### config.mk
export PLATFORM = sky130hd
export DESIGN_NAME = imem_responder
export DESIGN_NICKNAME = d
export VERILOG_FILES = /design/src/rtl/imem_responder_pkg.sv /design/src/rtl/imem_responder_resp_fifo.sv /design/src/rtl/imem_responder.sv
export SDC_FILE = /design/constraint.sdc
export NUM_CORES = 1
export LEC_CHECK = 0
export BUFFER_PORTS_ARGS = -buffer_cell sky130_fd_sc_hd__buf_2
export CORE_ASPECT_RATIO = 0.6
export CORE_UTILIZATION = 55
export DETAILED_ROUTE_END_ITERATION = 16
export PLACE_DENSITY = 0.79
export REMOVE_ABC_BUFFERS = 1
export SETUP_SLACK_MARGIN = 0.5
export SLEW_MARGIN = 10
export SYNTH_ARGS = -nofsm -noshare
export SYNTH_HDL_FRONTEND = slang
export SYNTH_HIERARCHICAL = 1
export SYNTH_SLANG_ARGS = --single-unit
export TNS_END_PERCENT = 100
### constraint.sdc
create_clock -name clk_i -period 4.85 [get_ports clk_i]
set_input_delay 1.2125 -clock clk_i [delete_from_list [all_inputs] [get_ports clk_i]]
set_output_delay 1.2125 -clock clk_i [all_outputs]
set_load 0.1 [all_outputs]
### src/rtl/imem_responder_pkg.sv
// Shared types for the instruction-memory responder: FSM states and the
// buffered response format.
package imem_responder_pkg;

    typedef enum logic {
        IDLE,
        WAIT
    } state_e;

    typedef struct packed {
        logic [31:0] rdata;
        logic        err;
    } resp_t;

    localparam int unsigned CNT_W  = 4;
    localparam int unsigned RESP_W = $bits(resp_t);

    function automatic logic is_misaligned(input logic [31:0] addr);
        return addr[1:0] != 2'b00;
    endfunction

endpackage

### src/rtl/imem_responder_resp_fifo.sv
// Synchronous response FIFO with occupancy count and single-cycle flush.
// Reads show zero while empty so the responder outputs stay quiet.
module resp_fifo
    import imem_responder_pkg::*;
#(
    parameter int unsigned DEPTH = 4
) (
    input  logic                        clk_i,
    input  logic                        rst_ni,
    input  logic                        flush,
    input  logic                        push,
    input  logic [RESP_W-1:0]           wdata,
    input  logic                        pop,
    output logic [RESP_W-1:0]           rdata,
    output logic                        empty,
    output logic [$clog2(DEPTH):0]      count
);
    localparam int unsigned PW = $clog2(DEPTH);
    localparam int unsigned CW = PW + 1;

    logic [RESP_W-1:0] mem [DEPTH];
    logic [PW-1:0]     wptr;
    logic [PW-1:0]     rptr;
    logic              full;
    logic              do_push;
    logic              do_pop;

    assign empty   = (count == '0);
    assign full    = (count == CW'(DEPTH));
    assign do_pop  = pop & ~empty;
    // A push into a full FIFO is only legal when the head leaves in the same cycle.
    assign do_push = push & (~full | do_pop);

    always_ff @(posedge clk_i or negedge rst_ni) begin
        if (!rst_ni) begin
            wptr  <= '0;
            rptr  <= '0;
            count <= '0;
        end else if (flush) begin
            wptr  <= '0;
            rptr  <= '0;
            count <= '0;
        end else begin
            if (do_push) wptr <= wptr + PW'(1);
            if (do_pop)  rptr <= rptr + PW'(1);
            count <= count + CW'(do_push) - CW'(do_pop);
        end
    end

    always_ff @(posedge clk_i) begin
        if (do_push && !flush) mem[wptr] <= wdata;
    end

    assign rdata = empty ? '0 : mem[rptr];

endmodule

### src/rtl/imem_responder.sv
// Fetch-side responder: grants fetch reads against FIFO credit, drives a
// synchronous SRAM after WAIT_STATES cycles and returns words in order.
module imem_responder
    import imem_responder_pkg::*;
#(
    parameter int unsigned WAIT_STATES = 0,
    parameter int unsigned DEPTH       = 4,
    parameter int unsigned AW          = 12
) (
    input  logic          clk_i,
    input  logic          rst_ni,
    input  logic          mem_rd_i,
    input  logic [31:0]   mem_addr_i,
    output logic          mem_gnt_o,
    input  logic          flush_i,
    output logic          rvalid_o,
    input  logic          rready_i,
    output logic [31:0]   rdata_o,
    output logic          rerr_o,
    output logic          sram_en_o,
    output logic [AW-1:0] sram_addr_o,
    input  logic [31:0]   sram_rdata_i
);
    localparam int unsigned CW = $clog2(DEPTH) + 1;
    localparam logic [CNT_W-1:0] CNT_LOAD =
        (WAIT_STATES > 0) ? CNT_W'(WAIT_STATES - 1) : '0;

    state_e            state;
    state_e            state_next;
    logic [CNT_W-1:0]  cnt;
    logic [CNT_W-1:0]  cnt_next;
    logic [AW-1:0]     addr_q;
    logic              err_q;
    logic [AW-1:0]     acc_addr;
    logic              acc_err;
    logic              access;
    logic              misaligned;
    logic              credit;
    logic              grant;
    logic              pend_q;
    logic              pend_err_q;
    logic              push;
    logic              pop;
    logic [CW-1:0]     inflight;
    logic [CW-1:0]     fifo_count;
    logic              fifo_empty;
    resp_t             push_resp;
    resp_t             head;
    logic [RESP_W-1:0] head_bits;
    logic              unused_addr_bits;

    assign unused_addr_bits = ^mem_addr_i[31:AW+2];

    assign misaligned = is_misaligned(mem_addr_i);
    // Credit reserves a FIFO slot for every granted request not yet pushed.
    assign credit = ({1'b0, fifo_count} + {1'b0, inflight}) < (CW + 1)'(DEPTH);
    assign grant  = rst_ni & (state == IDLE) & mem_rd_i & credit & ~flush_i;
    assign mem_gnt_o = grant;

    always_comb begin
        access   = 1'b0;
        acc_err  = 1'b0;
        acc_addr = '0;
        if (WAIT_STATES == 0) begin
            access   = grant;
            acc_err  = misaligned;
            acc_addr = mem_addr_i[AW+1:2];
        end else begin
            access   = (state == WAIT) & (cnt == '0) & ~flush_i;
            acc_err  = err_q;
            acc_addr = addr_q;
        end
    end

    assign sram_en_o   = access & ~acc_err;
    assign sram_addr_o = sram_en_o ? acc_addr : '0;

    always_comb begin
        state_next = state;
        cnt_next   = cnt;
        unique case (state)
            IDLE: begin
                if (grant && WAIT_STATES != 0) begin
                    state_next = WAIT;
                    cnt_next   = CNT_LOAD;
                end
            end
            WAIT: begin
                if (flush_i || cnt == '0) begin
                    state_next = IDLE;
                    cnt_next   = '0;
                end else begin
                    cnt_next = cnt - CNT_W'(1);
                end
            end
            default: begin
                state_next = IDLE;
                cnt_next   = '0;
            end
        endcase
    end

    always_ff @(posedge clk_i or negedge rst_ni) begin
        if (!rst_ni) begin
            state <= IDLE;
            cnt   <= '0;
        end else begin
            state <= state_next;
            cnt   <= cnt_next;
        end
    end

    always_ff @(posedge clk_i or negedge rst_ni) begin
        if (!rst_ni) begin
            addr_q <= '0;
            err_q  <= 1'b0;
        end else if (grant) begin
            addr_q <= mem_addr_i[AW+1:2];
            err_q  <= misaligned;
        end
    end

    // The data stage pushes one cycle after access unless a flush drops it.
    assign push = pend_q & ~flush_i;
    assign pop  = rvalid_o & rready_i;

    always_ff @(posedge clk_i or negedge rst_ni) begin
        if (!rst_ni) begin
            pend_q     <= 1'b0;
            pend_err_q <= 1'b0;
            inflight   <= '0;
        end else begin
            pend_q     <= access;
            pend_err_q <= acc_err;
            if (flush_i) inflight <= '0;
            else         inflight <= inflight + CW'(grant) - CW'(push);
        end
    end

    assign push_resp.rdata = pend_err_q ? 32'h0 : sram_rdata_i;
    assign push_resp.err   = pend_err_q;

    resp_fifo #(
        .DEPTH(DEPTH)
    ) u_resp_fifo (
        .clk_i  (clk_i),
        .rst_ni (rst_ni),
        .flush  (flush_i),
        .push   (push),
        .wdata  (push_resp),
        .pop    (pop),
        .rdata  (head_bits),
        .empty  (fifo_empty),
        .count  (fifo_count)
    );

    assign head     = resp_t'(head_bits);
    assign rvalid_o = ~fifo_empty;
    assign rdata_o  = head.rdata;
    assign rerr_o   = head.err;

endmodule

== After elaboration in Yosys (flattened, before gate mapping) ==
Memories as Yosys holds them, arrays and structs flattened.
Cells that the tools add are included.
Widths: inputs -> output; s select.
Cells by class
  add/subtract/negate cells: 8
  order comparisons: 1
  eq/ne operators: 1
  muxes and demuxes: 14
  bitwise operators: 15
  reductions and logical operators: 8
Operators by type and width (number)
  $mux 33: 1
  $mux 32: 1
  $mux 12: 1
  $and 1x1->1: 9
  $mux 2: 4
  $add 3x1->3: 2
  $mux 3: 2
  $reduce_bool 2->1: 3
  $sub 3x1->3: 2
  $not 1->1: 5
  $add 2x1->2 const B: 2
  $add 3x3->4: 1
  $logic_not 4->1: 1
  $lt 4x3->1 const B: 1
  $mux 1: 4
  $mux 4: 1
  $sub 4x1->4 const B: 1
  $eq 3x3->1 const B: 1
  $logic_not 3->1: 1
  $logic_and 1x1->1: 1
  $logic_not 1->1: 1
  $logic_or 1x1->1: 1
  $or 1x1->1: 1
Word-level totals
  flip-flop bits (word level): 17
  bits in writable memories: 132
  output and inout port bits: 48
  logic and storage cells: 56
  memories: 1
Memory list
  u_resp_fifo.mem: depth 4, bits a word 33, read ports 1, clocked after memory_dff 0, wr ports 1, line imem_responder_resp_fifo.sv:21  | logic [RESP_W-1:0] mem [DEPTH];

== Depth between registers and ports, before layout ==
  depth after elaboration: 9
  gate-level depth with buffers: 13
  gate-level depth less buffers: 12

== By module ==
The synthesis kept the hierarchy.
Modules (own cells, without submodules)
  resp_fifo: times used 1, cells each 255, area an instance 5457.7 um^2, sequential area each 4139.0 um^2
  imem_responder: times used 1, cells each 99, area an instance 878.3 um^2, sequential area each 250.2 um^2

== Least setup slack after synthesis ==
OpenSTA, ideal clock, no wires.
  kind: in2reg
  start: input port rready_i
  end: memory u_resp_fifo/mem[0][0] (netlist bit), enable pin
  library setup time: 471 ps
  data arrival time: 4200 ps
  required time: 4379 ps
  slack: 179 ps
  cell stages on the path: 4
  cells stage by stage: nor2b_1 o41a_1 inv_1 nor3b_1
On the way
  longest elaborated chain between the ends: 7
Ends and longest elaborated chain
  from (decl): line imem_responder.sv:17  | input logic rready_i,
  $and 1x1->1: line imem_responder.sv:125  | assign pop = rvalid_o & rready_i;
  $and 1x1->1: line imem_responder_resp_fifo.sv:30  | assign do_pop = pop & ~empty;
  $or 1x1->1: line imem_responder_resp_fifo.sv:32  | assign do_push = push & (~full | do_pop);
  $and 1x1->1: line imem_responder_resp_fifo.sv:32
  $logic_and 1x1->1: line imem_responder_resp_fifo.sv:51  | if (do_push && !flush) mem[wptr] <= wdata;
  $mux 1: line imem_responder_resp_fifo.sv:51
  $mux 1 (not written as such): line imem_responder_resp_fifo.sv:51
  to (decl): line imem_responder_resp_fifo.sv:21
Every way passes these cells.

== Final worst setup path ==
  start: input port rst_ni
  end: output port sram_addr_o[9]
On the way
  longest elaborated chain between the ends: 6
Ends and longest elaborated chain
  from (decl): line imem_responder.sv:11  | input logic rst_ni,
  $and 1x1->1 (4 in a row): line imem_responder.sv:57  | assign grant = rst_ni & (state == IDLE) & mem_rd_i & credit & ~flush_i;
  $and 1x1->1: line imem_responder.sv:75  | assign sram_en_o = access & ~acc_err;
  $mux 12: line imem_responder.sv:76  | assign sram_addr_o = sram_en_o ? acc_addr : '0;
  to (decl): line imem_responder.sv:21  | output logic [AW-1:0] sram_addr_o,
Every way passes these cells.

==> flow_summary_export.csv <==
group,metric,value,unit
outcome,outcome,"complete, no violations",
detailed_routing,wl_per_cell,19.4,um
setup_path,critPathBufInv,2,
sta,tightest_slew,0.898,ns
setup_path,crit_path_end_kind,"output pin",
detailed_routing,final_antenna_net_count,0,
hold_path,hold_start,"cnt[1]",
setup_path,reg2reg_to,"u_resp_fifo/count[2]",
hold_path,whs_path_depth,2,
yosys,synth_xor_area_share,0.691,%
final_layout,seq_area,0.00439,mm2
setup_path,slowest_delay,0.42,ns
clocking,postCtsSetupBuffers,0,
yosys,synth.area.mux_share,12.3,%
detailed_routing,drtIter0Drc,220,
hold_path,min_to,"cnt[1]",
pwr,vdd_drop_max,0.000307,V
hold_path,min_path_type,"reg -> reg",
sta,skew,0.00518,ns
run,cap_violations,0,
pwr,power.leakage,0.00288,uW
detailed_routing,drt-total-wl,12000,um
floorplan,core_area,0.0109,mm2
final_layout,drive_gt1_share,40.5,%
pwr,power,3040,uW
clocking,cts_root_buf,"clkbuf_16",
detailed_routing,drc,0,
detailed_routing,dr.pass1.iters,4,
floorplan,initial_core_util,58.2,%
sta,slew_violations,0,
grt,antenna_found_initial,0,
floorplan,core.rowCount,29,
clocking,cts_sinks,149,
sta,fin_crit_sh,81.5,%
yosys,synth.most_common_cell,"edfxtp_1",
grt,gr-usage-all-layers,22.0,%
setup_path,critPathMaxFanout,18,
setup_path,arrival,2.74,ns
grt,grt_pass1_wl,19100,um
setup_path,ff2ff_path_depth,12,
final_layout,multiInputGateArea,0.00181,mm2
clocking,cts_made_buffers,17,
final_layout,postLayoutCoreUtil,70.0,%
clocking,clkTransAtPathRegs,0.06,ns
setup_path,rr_startpoint,"u_resp_fifo/count[1]",
sta,final_hold_viol_count,0,
setup_path,path_cells,"buf_2 -> nor3b_2 -> and3_4 -> and2_2 -> buf_2",
pwr,cellPowerDensity,399,mW/mm2
clocking,htreeDepth,4,
clocking,clk_latency,0.40,ns
sta,setup_tns,0,ns
final_layout,fill_cells,709,
yosys,synth-edff-count,132,
floorplan,dieArea,0.0120,mm2
clocking,cts_hold_buf,0,
grt,gr-total-overflow,0,
yosys,ys_types,38,
yosys,ys_seq_area_share,69.3,%
yosys,ys_ff_latch,149,
setup_path,path_delay_family,"simple AND/OR/NAND/NOR gates",
setup_path,path_class,"in -> out",
yosys,synthSimpleGateAreaFrac,11.2,%
sta,max_freq,253,MHz
sta,finalSetupViolations,0,
yosys,syn_avg_cell_area,17.9,um2
floorplan,dieHeight,85.1,um
yosys,netlist_top_cells_area,"edfxtp_1, mux4_2, nor2b_1",
placement,io_buffers,98,
setup_path,reg2reg_slack,1.54,ns
final_layout,diodes,0,
clocking,cts_tree,"built",
placement,dp_hpwl,7290,um
floorplan,die_width,141,um
yosys,async_reset_ff_share,11.4,%
yosys,synth_fa_ha_area_share,2.80,%
sta,rsz0062_at_grt,"false",
yosys,yosysWarnings,6,
setup_path,slowest_stage,"buf_2",
clocking,clock_path_buffers,2,
yosys,synth_area,0.00634,mm2
final_layout,fin_nets,548,
floorplan,ios,117,
yosys,yosysTopAreaCell,"edfxtp_1",
yosys,synth-main-ff-cell,"edfxtp_1",
yosys,synth_top_family_by_area,"multiplexers",
yosys,synth_cells,354,
sta,hold_slack,0.560,ns
yosys,netlist_top_cells_count,"edfxtp_1, nor2b_1, mux4_2, dfrtp_1, inv_1",
placement,routabilityCongestion,0.744,
setup_path,required,3.64,ns
clocking,cts_resized,0,
sta,slew_headroom,40.1,%
grt,grt_max_degree,36,
detailed_routing,vias,3404,
setup_path,crit_top_cell,"buf_2",
detailed_routing,post_drt_via_cell_ratio,5.51,
yosys,synth_compound_area_share,1.22,%
sta,fin_crit,3.95,ns
yosys,yosysTopAreaCellShare,62.6,%
final_layout,layout-area-overhead-vs-synth,20.2,%
grt,grt_pass1_vias,3618,
setup_path,critPathLaunchType,"input port",
## cell usage in the layout, fill, tap and decap left out, types with 2 or more instances in the layout
| cell type | n |
|---|---|
| mux4_2 | 33 |
| inv_1 | 15 |
| fa_1 | 2 |
| nand2b_1 | 4 |
| clkinv_2 | 5 |
| edfxtp_1 | 132 |
| bufinv_16 | 4 |
| and2_2 | 12 |
| clkinv_1 | 2 |
| xnor2_1 | 3 |
| clkbuf_16 | 17 |
| nor2_1 | 7 |
| nand2_1 | 2 |
| o22ai_1 | 2 |
| buf_2 | 98 |
| mux2i_1 | 2 |
| ha_1 | 11 |
| dfrtp_2 | 2 |
| xor2_1 | 2 |
| dfrtp_1 | 15 |
| nor3b_2 | 5 |
| buf_4 | 10 |
| clkbuf_1 | 3 |
| nor2b_1 | 70 |
| o21ai_0 | 2 |
## per-layer routing
layer | track usage [%] | vias to the layer above | wire length (um)
li1 | - | 1569 | -
met1 | 28.9 | 1721 | 5030
met2 | 35.9 | 106 | 6160
met3 | 6.26 | 8 | 696
met4 | 7.91 | 0 | 72
met5 | 0 | - | 0
## layout make-up
class | count | share of cell area (%)
Clock buffer | 20 | 5.73
Clock inverter | 12 | 2.10
Inverter | 16 | 0.788
Multi-Input combinational cell | 173 | 23.8
Sequential cell | 149 | 57.6
Tap cell | 139 | 2.28
Timing Repair Buffer | 109 | 7.69
## registers in the layout, summed over array words and instances (netlist names)
| register | count |
|---|---|
| inflight | 3 |
| pend_err_q | 1 |
| state | 1 |
| cnt | 4 |
| u_resp_fifo/count | 3 |
| u_resp_fifo/rptr | 2 |
| u_resp_fifo/wptr | 2 |
| u_resp_fifo/mem | 132 |
| pend_q | 1 |
## stage by stage
stage	area, um2	setup WS [ns]	std cells
floorplan	6230	0.178	338
detailed placement	7020	0.882	586
global placement	7020	0.942	586
CTS	7620	0.875	618
global route	7620	0.750	618
finish	7620	0.900	618
## cells by family after synthesis
kind of cell | count (synthesis)
AOI/OAI and AO/OA | 11
xor gates and xnor gates | 5
adders and majority gates | 13
buffers and inverters | 32
DFF | 149
muxes | 36
and+or+nand+nor | 108
## worst reg2reg max path: cells and delay by family (launching register included)
kind / cells / cell delay (ns)
flops: 1 / 0.49
fa+ha+maj: 3 / 0.79
buf+inv: 3 / 0.37
xor+xnor: 2 / 0.33
compound gates: 1 / 0.44
simple gates: 3 / 0.75
## power breakdown
group | internal [uW] | total [uW] | leakage, uW | switching (uW)
registers | 1410 | 1420 | 0.00142 | 11.3
clock network | 853 | 1330 | 0.000292 | 479
logic | 68.0 | 295 | 0.00117 | 227
## worst max path at each step
stage              from                    end  slack (ns)  cells after the start
2_1_floorplan  rready_i  u_resp_fifo/mem[0][0]        0.18                      4
3_3_place_gp     rst_ni         sram_addr_o[9]        0.94                      5
3_5_place_dp     rst_ni         sram_addr_o[9]        0.88                      5
4_1_cts          rst_ni         sram_addr_o[9]        0.88                      5
5_1_grt          rst_ni         sram_addr_o[6]        0.75                      5
6_report         rst_ni         sram_addr_o[9]        0.90                      5
(Power assumes the default switching activity.)
